## config.mk

```make
export PLATFORM = sky130hd
export DESIGN_NAME = pc_fetch_sequencer
export DESIGN_NICKNAME = d
export VERILOG_FILES = /design/src/rtl/pc_fetch_sequencer.sv
export SDC_FILE = /design/constraint.sdc
export NUM_CORES = 1
export LEC_CHECK = 0
export CAP_MARGIN = 15
export CELL_PAD_IN_SITES_DETAIL_PLACEMENT = 1
export CELL_PAD_IN_SITES_GLOBAL_PLACEMENT = 2
export CORE_ASPECT_RATIO = 1.2
export CORE_MARGIN = 10
export CORE_UTILIZATION = 29
export DETAILED_ROUTE_END_ITERATION = 10
export GPL_ROUTABILITY_DRIVEN = 1
export PLACE_DENSITY_LB_ADDON = 0.1
export SETUP_SLACK_MARGIN = 0.1
export SLEW_MARGIN = 25
export SYNTH_ARGS = -nofsm -noshare
export SYNTH_HDL_FRONTEND = slang
export SYNTH_SLANG_ARGS = --single-unit
```

## constraint.sdc

```tcl
create_clock -name clk -period 3.1 [get_ports clk]
set_input_delay 0.62 -clock clk [delete_from_list [all_inputs] [get_ports clk]]
set_output_delay 0.62 -clock clk [all_outputs]
set_load 0.03 [all_outputs]
```

## src/rtl/pc_fetch_sequencer.sv

```systemverilog
// Program counter owner and single-outstanding instruction fetch sequencer.
// Handles redirect/trap flush, drain of an in-flight fetch, halt, and a one-entry output slot.
module pc_fetch_sequencer #(
    parameter logic [31:0] RESET_PC = 32'h0000_0000,
    parameter logic [31:0] TRAP_VEC = 32'h0000_0004
) (
    input  logic        clk,
    input  logic        rst_n,
    output logic        imem_req,
    output logic [31:0] imem_addr,
    input  logic        imem_ack,
    input  logic [31:0] imem_rdata,
    output logic        inst_valid,
    output logic [31:0] inst,
    output logic [31:0] inst_pc,
    output logic [31:0] pc_plus4,
    input  logic        stall,
    input  logic        redirect_valid,
    input  logic [31:0] redirect_pc,
    input  logic        trap,
    input  logic        halt,
    output logic        align_err,
    output logic        halted,
    output logic [1:0]  dbg_state
);

    // Memory handshake: a transfer completes in any cycle where imem_req=1 and
    // imem_ack=1; once imem_req rises it and imem_addr hold until that cycle.
    // Decode handshake: the slot transfers in any cycle where inst_valid=1 and stall=0.
    typedef enum logic [1:0] {
        S_IDLE   = 2'd0,
        S_FETCH  = 2'd1,
        S_DRAIN  = 2'd2,
        S_HALTED = 2'd3
    } state_t;

    state_t      state_q, state_d;
    logic [31:0] pc_q, pc_d;
    logic        req_q, req_d;
    logic [31:0] addr_q, addr_d;
    logic [31:0] inst_q, inst_d;
    logic [31:0] inst_pc_q, inst_pc_d;
    logic        valid_q, valid_d;
    logic        align_q, align_d;

    logic        accept;
    logic        redir;
    logic [31:0] tgt_pc;
    logic        req;
    logic        pending;
    logic [31:0] fetch_addr;

    always_ff @(posedge clk or negedge rst_n) begin
        if (!rst_n) begin
            state_q   <= S_IDLE;
            pc_q      <= RESET_PC;
            req_q     <= 1'b0;
            addr_q    <= RESET_PC;
            inst_q    <= 32'h0;
            inst_pc_q <= 32'h0;
            valid_q   <= 1'b0;
            align_q   <= 1'b0;
        end else begin
            state_q   <= state_d;
            pc_q      <= pc_d;
            req_q     <= req_d;
            addr_q    <= addr_d;
            inst_q    <= inst_d;
            inst_pc_q <= inst_pc_d;
            valid_q   <= valid_d;
            align_q   <= align_d;
        end
    end

    always_comb begin
        accept     = valid_q && !stall;
        redir      = (state_q != S_HALTED) && (trap || redirect_valid);
        tgt_pc     = trap ? TRAP_VEC : {redirect_pc[31:2], 2'b00};
        // An in-flight request keeps its captured address even after pc moves on.
        fetch_addr = req_q ? addr_q : pc_q;

        req = 1'b0;
        if (state_q == S_FETCH) begin
            req = req_q || (!halt && (!valid_q || accept));
        end else if (state_q == S_DRAIN) begin
            req = 1'b1;
        end
        pending = req && !imem_ack;

        state_d   = state_q;
        pc_d      = pc_q;
        req_d     = 1'b0;
        addr_d    = addr_q;
        inst_d    = inst_q;
        inst_pc_d = inst_pc_q;
        valid_d   = valid_q && !accept;
        align_d   = redir && !trap && (redirect_pc[1:0] != 2'b00);

        case (state_q)
            S_IDLE: begin
                state_d = halt ? S_HALTED : S_FETCH;
            end
            S_FETCH: begin
                req_d = pending;
                if (pending) begin
                    addr_d = fetch_addr;
                end
                if (req && imem_ack && !redir) begin
                    inst_d    = imem_rdata;
                    inst_pc_d = fetch_addr;
                    valid_d   = 1'b1;
                    pc_d      = fetch_addr + 32'd4;
                end
                if (redir && pending) begin
                    state_d = S_DRAIN;
                end else if (halt && !pending) begin
                    state_d = S_HALTED;
                end
            end
            S_DRAIN: begin
                req_d = pending;
                if (!pending) begin
                    state_d = halt ? S_HALTED : S_FETCH;
                end
            end
            default: begin
            end
        endcase

        // Flush wins over both a fresh load and a stalled slot.
        if (redir) begin
            pc_d    = tgt_pc;
            valid_d = 1'b0;
        end
    end

    assign imem_req   = req;
    assign imem_addr  = fetch_addr;
    assign inst_valid = valid_q;
    assign inst       = inst_q;
    assign inst_pc    = inst_pc_q;
    assign pc_plus4   = inst_pc_q + 32'd4;
    assign align_err  = align_q;
    assign halted     = (state_q == S_HALTED);
    assign dbg_state  = state_q;

endmodule
```

* Word-level counts from Yosys, hierarchy flattened *
Cells that the tools add are included.

cells by class
  $add $sub $neg = 2
  equal/unequal tests = 6
  muxes and demuxes = 16
  reductions and logical operators = 32

operators by type and width
  operator               count
  $mux 32                5
  $add 32x3->32 const B  2
  $logic_and 1x1->1      11
  $logic_not 1->1        8
  $mux 2                 4
  $mux 1                 6
  $pmux 2 s3             1
  $reduce_and 2->1       3
  $reduce_bool 2->1      3
  $eq 2x2->1 const B     2
  $ne 2x2->1 const B     2
  $logic_or 1x1->1       3
  $ne 3x1->1 const B     1
  $reduce_and 3->1       1
  $reduce_bool 3->1      1
  $eq 2x1->1 const B     1
  $logic_not 2->1        1
  $reduce_or 2->1        1

word-level totals
  bits in registers = 133
  logic and storage cells = 64

* Depth between registers and ports, before layout *
Gate-level depths: netlist (run 1).

  word-level depth = 12
  gate-level depth with buffers = 14

* Worst setup path after synthesis (run 1) *
OpenSTA, ideal clock, no wires.

  path kind = register -> register
  from = register req_q
  to = register pc_q[28]
  setup time = 0.094 ns
  arrival time = 2.809 ns
  slack = 0.197 ns
  stages on the path, launching flop included = 15
  period minus slack after synthesis = 2.903 ns
  cells stage by stage = dfrtp_1 > buf_6 > buf_8 > buf_4 > buf_2 > buf_2 > mux2i_1 > inv_1 > ha_1 > inv_1 > a221oi_2 > nand4_2 > nor3b_2 > xnor2_1 > a221oi_2

RTL lines
  element                 line  text
  from (decl)             39    logic req_q, req_d;
  from (signal assigned)  66    req_q <= req_d;
  $mux 32                 80    fetch_addr = req_q ? addr_q : pc_q;
  via imem_addr[2]        10    output logic [31:0] imem_addr,
  $add 32x3->32           112   pc_d = fetch_addr + 32'd4;
  $mux 32                 108   if (req && imem_ack && !redir) begin
  $mux 32                 99    case (state_q)
  $mux 32                 131   if (redir) begin
  to (signal assigned)    65    pc_q <= pc_d;
  to (decl)               38    logic [31:0] pc_q, pc_d;

The timed path passes the listed nets, and every way through them passes these cells. The select of a mux whose other input is x is not followed.
A chain may end at the register's enable or synchronous reset.

* Final worst setup path (run 1) *
  from = register req_q
  to = output imem_addr[0]

between the ends
  word-level cells in the longest chain between the ends = 1

ends and longest elaborated chain
  element    line
  $mux 32    80
  to (decl)  10

No other way between the ends.

==> parameters.txt, run 1 <==
Parameter                              Value

Clock tree
  Number of buffers created by CTS ... 17
  Root Buffer ... sky130_fd_sc_hd__clkbuf_16
  Maximum buffer depth of the clock tree ... 2
  Clock transition time at the flip-flop clock pins of the worst setup and hold paths ... approximately 0.070 ns
  Clock insertion delay at the later pin of the skew report ... 0.42 ns
  CTS H-Tree Depth ... 4
  CTS tree ... done
  TritonCTS sink count ... ~130

Critical path
  Startpoint types ... flop
  Delay of the slowest cell on the worst path ... about 0.61 ns
  Slowest cell on the critical path ... sky130_fd_sc_hd__clkdlybuf4s50_1
  Cell class contributing the biggest share of worst-path delay ... buffers and inverters
  Crit path buf inv count ... 3
  Crit. End Element ... primary output
  Worst flop-to-flop path startpoint ... req_q
  Required time of the critical path ... around 2.5 ns
  Highest net fanout along the worst path ... 31
  Series of cell instances along the critical path ... buf_12 > mux2i_2 > inv_1 > clkdlybuf4s50_1
  Classification of the worst setup path ... reg2out
  Worst setup path startpoint ... req_q
  WP data arrival ... around 2.3 ns

Placed design
  Area of placed instances ... between 9000 and 10000 sq um
  Worst-case setup slack after placement ... roughly 0.27 ns
  Quantity of I/O buffers inserted on ports ... between 200 and 250
  Final estimated routing congestion in global placement ... around 0.79
  DPL Wire Length ... roughly 19000 microns
  Count of placed standard cells including taps ... 1256

Timing
  Post-route minimum period ... ~2.9 ns
  Max-slew violation total from the final report ... 0
  Number of endpoints failing setup at the final stage ... 0
  Share of the cycle needed by the critical path after routing ... a little over nine tenths
  Slew of the pin with the lowest slew margin ... 0.6558 ns
  Setup repair after global routing missed its margin ... yes
  Worst Setup Slack, final ... 0.1922 ns
  Top achievable clock speed ... 0.3439 GHz
  Final hold viol count ... 0
  Final total negative setup slack ... 0 ns
  Clock skew ... between 0.01 and 0.015 ns
  Normalized max-slew margin ... 56.09%

Logic synthesis
  Number of flops mapped to enable cells by yosys ... 0
  Simple-Gate Fraction of Synth Area ... around 18%
  Flip-flop and latch count after synthesis ... 133
  Netlist cell types ... 56
  Parity-gate share of the synthesized area counting xor and xnor cells ... 5.709%
  Compound-gate portion of the synthesized area ... 14.43%
  Ys Warns ... 0
  Dominant combinational cell family by area after synthesis ... simple AND/OR/NAND/NOR gates
  Async SR Flop Fraction ... 100.0%
  Portion of the post-synthesis area used by sequential elements ... between 40% and 50%
  Synth Flop Type ... sky130_fd_sc_hd__dfrtp_1
  Mapped Avg Cell Area ... 9.523 sq um
  Number of nets produced by synthesis ... 817
  Proportion of synthesized area in mux cells ... slightly below 9%
  Gate count after technology mapping ... roughly 740
  Adder-cell share of the synthesized area ... less than 1%
  Cell area after synthesis ... 7057 sq um

Power and ir drop
  Internal cell power ... 6.364 mW
  Net load switching power ... 5.439 mW
  Leakage Power ... between 4 and 5 nW
  Fraction of power spent switching nets ... between 40% and 50%
  Power Total ... between 10 and 15 mW
  Clock share of power ... around 17%
  Largest voltage drop on the vdd net ... between 500 and 600 uV
  Total power per unit cell area ... approximately 1100 nW/um^2
  Sequential Power Share ... between 20% and 30%
  Combinational Power Share ... between 50% and 60%

Layout
  Final instance area ... around 10000 sq um
  Nets@finish ... ~1000
  Post-route insts no fill ... 1296
  Layout cell share with drive strength beyond 1 ... ~17%
  Area grow syn2layout ... 48.37%
  Number of fillers in the final layout ... between 2000 and 3000

Floorplan
  Vertical die dimension ... ~190 microns
  Starting Density ... between 20 and 30%
  # rows ... 62
  Area of the die ... ~31000 sq um
  Placeable core region ... 23970 sq um
  Die X-Extent ... 162.4 microns
  IO Pins ... between 200 and 250

Global route
  Residual overflow from global routing ... 0
  All-Layer GR Usage ... approximately 16%
  Vias in the first global route ... approximately 7000
  Largest net degree at the start of global routing ... 98
  Antenna violations before repair ... 1
  Global-route wire length before repair ... 39530 microns

Outcome
  Outcome ... finished clean

Detailed routing
  Drt via density ... 4.813
  Routed len/inst ... roughly 19 microns
  Antenna Nets Post-Route ... 0
  Number of design-rule violations left by the first detailed-router iteration ... ~190
  DRC violation count after routing ... 0
  Via count of the routed design ... 6237
  First drt pass iteration count ... 4
  Total detailed-routing wirelength ... between 20000 and 30000 microns

Worst hold path
  Type of the tightest min-delay check ... in2async

Job
  Max capacitance violation total ... 0
[power groups by stage]
stage	registers [mW]	logic (mW)	clock network (mW)
CTS	3.28	6.67	2.01
floorplan	3.88	3.05	0
detailed placement	3.28	6.62	0
finish	3.28	6.57	1.95
global placement	3.23	6.53	0
global route	3.41	7.10	2.09
[final cells by class]
class / instances / area [sq um] / area share [%]
repair buffers: 242 / 2486 / 23.75
flip-flops and latches: 133 / 3337 / 31.87
well taps: 320 / 400.4 / 3.824
clock inverters: 13 / 125.1 / 1.195
multi-input cells: 525 / 3515 / 33.57
clock buffers: 18 / 439.2 / 4.195
diodes: 1 / 2.502 / 0.02390
inverters: 44 / 165.2 / 1.577
[flip-flops by register name (all words and copies together) (netlist names)]
register    count
req_q           1
inst_pc        32
inst_valid      1
dbg_state       2
addr_q         32
align_err       1
pc_q           32
inst           32
[Yosys cell counts, types with 2 or more instances]
cell,instances,area [sq um]
sky130_fd_sc_hd__buf_4,3,22.52
sky130_fd_sc_hd__xor2_1,13,113.9
sky130_fd_sc_hd__nand4b_1,3,26.28
sky130_fd_sc_hd__buf_1,3,11.26
sky130_fd_sc_hd__xnor2_1,33,289.0
sky130_fd_sc_hd__inv_1,44,165.2
sky130_fd_sc_hd__dfrtp_1,133,3328
sky130_fd_sc_hd__nand3b_1,3,22.52
sky130_fd_sc_hd__a21o_1,3,22.52
sky130_fd_sc_hd__nor2b_1,6,37.54
sky130_fd_sc_hd__o211ai_1,3,22.52
sky130_fd_sc_hd__nor3_1,11,55.05
sky130_fd_sc_hd__nand3b_4,2,40.04
sky130_fd_sc_hd__a221oi_2,3,45.04
sky130_fd_sc_hd__a22oi_1,2,15.01
sky130_fd_sc_hd__a221oi_1,4,35.03
sky130_fd_sc_hd__mux2_2,32,360.4
sky130_fd_sc_hd__nand4_1,12,75.07
sky130_fd_sc_hd__nor3b_1,2,15.01
sky130_fd_sc_hd__nor2_1,51,191.4
sky130_fd_sc_hd__a21oi_1,38,190.2
sky130_fd_sc_hd__buf_6,2,22.52
sky130_fd_sc_hd__and2_1,4,25.02
sky130_fd_sc_hd__o22ai_1,9,56.30
sky130_fd_sc_hd__nand4_2,2,25.02
sky130_fd_sc_hd__a221oi_4,2,52.55
sky130_fd_sc_hd__ha_1,5,62.56
sky130_fd_sc_hd__nand2_1,109,409.1
sky130_fd_sc_hd__mux2i_1,27,270.3
sky130_fd_sc_hd__nand4b_2,2,30.03
sky130_fd_sc_hd__and3_1,11,68.82
sky130_fd_sc_hd__a31oi_1,10,62.56
sky130_fd_sc_hd__o31ai_1,3,22.52
sky130_fd_sc_hd__buf_2,4,20.02
sky130_fd_sc_hd__a32oi_1,2,17.52
sky130_fd_sc_hd__nand3_1,23,115.1
sky130_fd_sc_hd__o21ai_0,77,385.4
sky130_fd_sc_hd__clkbuf_1,26,97.59
sky130_fd_sc_hd__nand2b_1,2,12.51
[metal layers]
layer / global-route usage (%) / part of all wire [%] / vias to the layer above
met1: 18.36 / 42 / 3077
li1: - / - / 3002
met5: 0 / 0 / -
met3: 5.659 / 7.0 / 9
met2: 27.89 / 51 / 149
met4: 3.048 / 0.62 / 0
[worst paths after layout]
check                      cells after the start      endpoint  slack (ns)
max                                            4  imem_addr[0]        0.19
min                                            1   inst_pc[16]        0.18
max reg2reg                                    7      pc_q[28]        0.45
min reg2reg                                    2       pc_q[1]        0.48
max in group asynchronous                      2         req_q        2.15
min in group clk                               2       pc_q[1]        0.48
[logic make-up (layout without fill, tap and decap cells)]
| family | Yosys count | after routing |
|---|---|---|
| adder cells (fa/ha/maj) | 5 | 5 |
| multiplexers | 59 | 59 |
| flip-flops | 133 | 133 |
| other | 0 | 1 |
| buffers and inverters | 83 | 317 |
| AND/OR/NAND/NOR | 250 | 250 |
| AO/OA/AOI/OAI | 165 | 165 |
| XOR/XNOR | 46 | 46 |
[placed cells by master, fill, tap and decap left out, types with 4 or more instances in the layout]
master and instances:
sky130_fd_sc_hd__and2_1 4, sky130_fd_sc_hd__clkinvlp_4 5, sky130_fd_sc_hd__xnor2_1 32, sky130_fd_sc_hd__clkbuf_16 17, sky130_fd_sc_hd__mux2i_1 20, sky130_fd_sc_hd__a221oi_1 4
sky130_fd_sc_hd__o22ai_1 9, sky130_fd_sc_hd__buf_12 14, sky130_fd_sc_hd__inv_6 4, sky130_fd_sc_hd__mux2i_2 5, sky130_fd_sc_hd__inv_1 44, sky130_fd_sc_hd__and3_1 10
sky130_fd_sc_hd__nor3_1 8, sky130_fd_sc_hd__buf_4 41, sky130_fd_sc_hd__nor2_1 45, sky130_fd_sc_hd__a31oi_1 10, sky130_fd_sc_hd__nand3_1 21, sky130_fd_sc_hd__clkdlybuf4s50_1 164
sky130_fd_sc_hd__dfrtp_1 128, sky130_fd_sc_hd__xor2_1 12, sky130_fd_sc_hd__nand4_1 12, sky130_fd_sc_hd__a21oi_1 38, sky130_fd_sc_hd__mux2_2 32, sky130_fd_sc_hd__ha_1 5
sky130_fd_sc_hd__nor2b_1 6, sky130_fd_sc_hd__dfrtp_2 4, sky130_fd_sc_hd__o21ai_0 77, sky130_fd_sc_hd__dlygate4sd2_1 8, sky130_fd_sc_hd__nand2_1 108, sky130_fd_sc_hd__dlymetal6s2s_1 14
[per-stage QoR]
| step | hold WS [ns] | utilization, % |
|---|---|---|
| 2_1_floorplan | 0.3244 | - |
| 3_3_place_gp | 0.4595 | 40.39 |
| 3_5_place_dp | 0.4728 | 40.39 |
| 4_1_cts | 0.1849 | 43.09 |
| 5_1_grt | 0.2136 | 43.67 |
| 6_report | 0.1793 | 43.68 |
[what timing repair did]
| item | CTS | global route |
|---|---|---|
| buffers inserted | 3 | 5 |
| cloned | 0 | 0 |
| gates resized for setup | 25 | 31 |
| hold buffers | 0 | 0 |
| pin swaps | 4 | 9 |
| endpoints found under the setup margin | 36 | 32 |
Power figures use the tool's default switching activity.
==> inputs of run 2 (changes only) <==
--- a/config.mk
+++ b/config.mk
@@ -15,7 +15,6 @@
 export GPL_ROUTABILITY_DRIVEN = 1
 export PLACE_DENSITY_LB_ADDON = 0.1
 export SETUP_SLACK_MARGIN = 0.1
-export SLEW_MARGIN = 25
 export SYNTH_ARGS = -nofsm -noshare
 export SYNTH_HDL_FRONTEND = slang
 export SYNTH_SLANG_ARGS = --single-unit
==> results of run 2 <==
Final layout, timing and power as in run 1 (identical DEF).
==> RTL change: new RTL, config.mk and constraints of run 1 <==
Register the output `align_err` once more, with the module's reset; this adds one clock of latency there. The other outputs are not delayed to match.
--- a/src/rtl/pc_fetch_sequencer.sv
+++ b/src/rtl/pc_fetch_sequencer.sv
@@ -140,7 +140,13 @@
     assign inst       = inst_q;
     assign inst_pc    = inst_pc_q;
     assign pc_plus4   = inst_pc_q + 32'd4;
-    assign align_err  = align_q;
+    always_ff @(posedge clk or negedge rst_n) begin
+        if (!rst_n) begin
+            align_err <= '0;
+        end else begin
+            align_err <= align_q;
+        end
+    end
     assign halted     = (state_q == S_HALTED);
     assign dbg_state  = state_q;
 
Behaviour: not the same (a bounded check fails within 4 cycles, from zero or initial values and one cycle with rst_n low).
==> RTL change against run 1 <==
  * Highest routed layer is now met5
  * Power is 1.1% higher
  * Critical path type unchanged
  * Sequential cell count is 1 higher
  * Area after synthesis is 0.35% higher
  * Cell area is 0.14% higher
  * Maximum frequency is 0.68% higher
  * Count of clock-buffer cells in the layout is 1 higher
  * Critical endpoint is now pc_plus4[31]
  * Utilization is 0.063 points higher
  * Global-route usage is 0.42 points higher
  * Largest cell class unchanged
  * Setup slack better by 0.020 ns
  * Cell count is 0.23% higher
  * Routed wire length is 1.8% higher
==> RTL change: results (changes against run 1) <==
Global route
  • GR Layer Usage met3: 0.0656 (was 0.0566)
  • Vias in the first global route: 7194 (was 6962)
  • M1 GR Usage: 0.191 (was 0.184)
  • Gr usage total: 0.164 (was 0.159)
  • Initial antenna violation count: 3 (was 1)
  • Global-route wire length before repair: 40600 µm (was 39500 µm)
  • M2 GR Usage: 0.277 (was 0.279)

Yosys
  • Post-Synth Adder-Cell Area: 0.00883 (was 0.00887)
  • Avg Inst Size Synth: 9.54 µm² (was 9.52 µm²)
  • Syn nets: 818 (was 817)
  • Top cells by area, synth: dfrtp_1 47%, nand2_1 5.8%, o21ai_0 5.4% (was dfrtp_1 47%, nand2_1 5.8%, o21ai_0 5.5%)
  • Sequential area share after synthesis: 0.473 (was 0.472)
  • Multiplexer area fraction after synthesis: 0.0890 (was 0.0894)
  • Commonest cells post-synth: 134 x dfrtp_1, 109 x nand2_1, 77 x o21ai_0 (was 133 x dfrtp_1, 109 x nand2_1, 77 x o21ai_0)

Route
  • Routed length on met1: 10600 µm (was 10400 µm)
  • Met2 WL: 12600 µm (was 12700 µm)
  • DR vias/cell: 4.90 (was 4.81)
  • Met3 WL: 2020 µm (was 1740 µm)
  • DRT iter0 DRCs: 247 (was 186)
  • Drt total wl: 25500 µm (was 25000 µm)
  • DR pass1 iterations: 4 (unchanged)

Layout
  • Clock network contribution to total cell area: 0.0553 (was 0.0539)
  • Final Instance Count excl. Fillers: 1299 (was 1296)
  • Fraction of area in registers: 0.320 (was 0.319)
  • Layout cell share with drive strength beyond 1: 0.172 (was 0.170)
  • Clock buffers: 19 (was 18)
  • Non-clock buffer count: 243 (was 242)
  • Layout Nets: 1041 (was 1039)
  • Finished Cell Area: 0.0105 mm² (about the same)
  • NonClk Buf Share: 0.235 (was 0.237)

Setup path
  • Crit path largest cell delay: 0.42 ns (was 0.61 ns)
  • CP max FO: 6 (was 31)
  • Worst EP arrival: 2.27 ns (was 2.29 ns)
  • CP max stage cell: dfrtp_2 (was clkdlybuf4s50_1)
  • CP top delay family: simple AND/OR/NAND/NOR gates (was buffers and inverters)

Status
  • Status: complete, no violations (unchanged)

Clock network
  • Clk sinks: 134 (was 133)

Pwr
  • Flop pwr share: 0.276 (was 0.278)
  • Pwr Total: 0.0119 W (was 0.0118 W)
  • Internal power: 0.00642 W (was 0.00636 W)
  • Static Leak: 4.68 nW (was 4.73 nW)

Place
  • Inst Count DP: 1258 (was 1256)
  • Placed cell area: 0.00970 mm² (was 0.00968 mm²)
  • Hpwl dp: 19000 µm (was 18800 µm)
  • Placer congestion estimate: 0.828 (was 0.792)

Timing
  • Clock Skew: 0.0130 ns (was 0.0119 ns)
==> RTL change: cell families (layout without fill, tap and decap cells) <==
| group | count (synthesis) | count (layout) |
|---|---|---|
| AND/OR/NAND/NOR | 250 | 250 |
| AO/OA/AOI/OAI | 165 | 165 |
| flip-flops | 134 | 134 |
| buffers and inverters | 83 | 319 |
| multiplexers | 59 | 59 |
| XOR/XNOR | 46 | 46 |
| adder cells (fa/ha/maj) | 5 | 5 |
| other | 0 | 1 |
==> RTL change: final timing paths <==
check	start	to	slack (ns)	cells after the start
worst max-delay path	inst_pc[8]	pc_plus4[31]	0.21	8
worst min-delay path	rst_n	inst_pc[16]	0.21	1
worst max register to register	req_q	pc_q[28]	0.49	10
worst min register to register	align_q	align_err	0.36	0
max in group asynchronous	rst_n	inst_pc[8]	2.03	2
min in group clk	align_q	align_err	0.36	0
==> RTL change: repair_timing <==
action / CTS / global route
hold endpoints to repair: 0 / 0
setup endpoints to repair: 33 / 27
pin swaps: 5 / 5
gates resized for setup: 15 / 26
setup buffers: 6 / 2
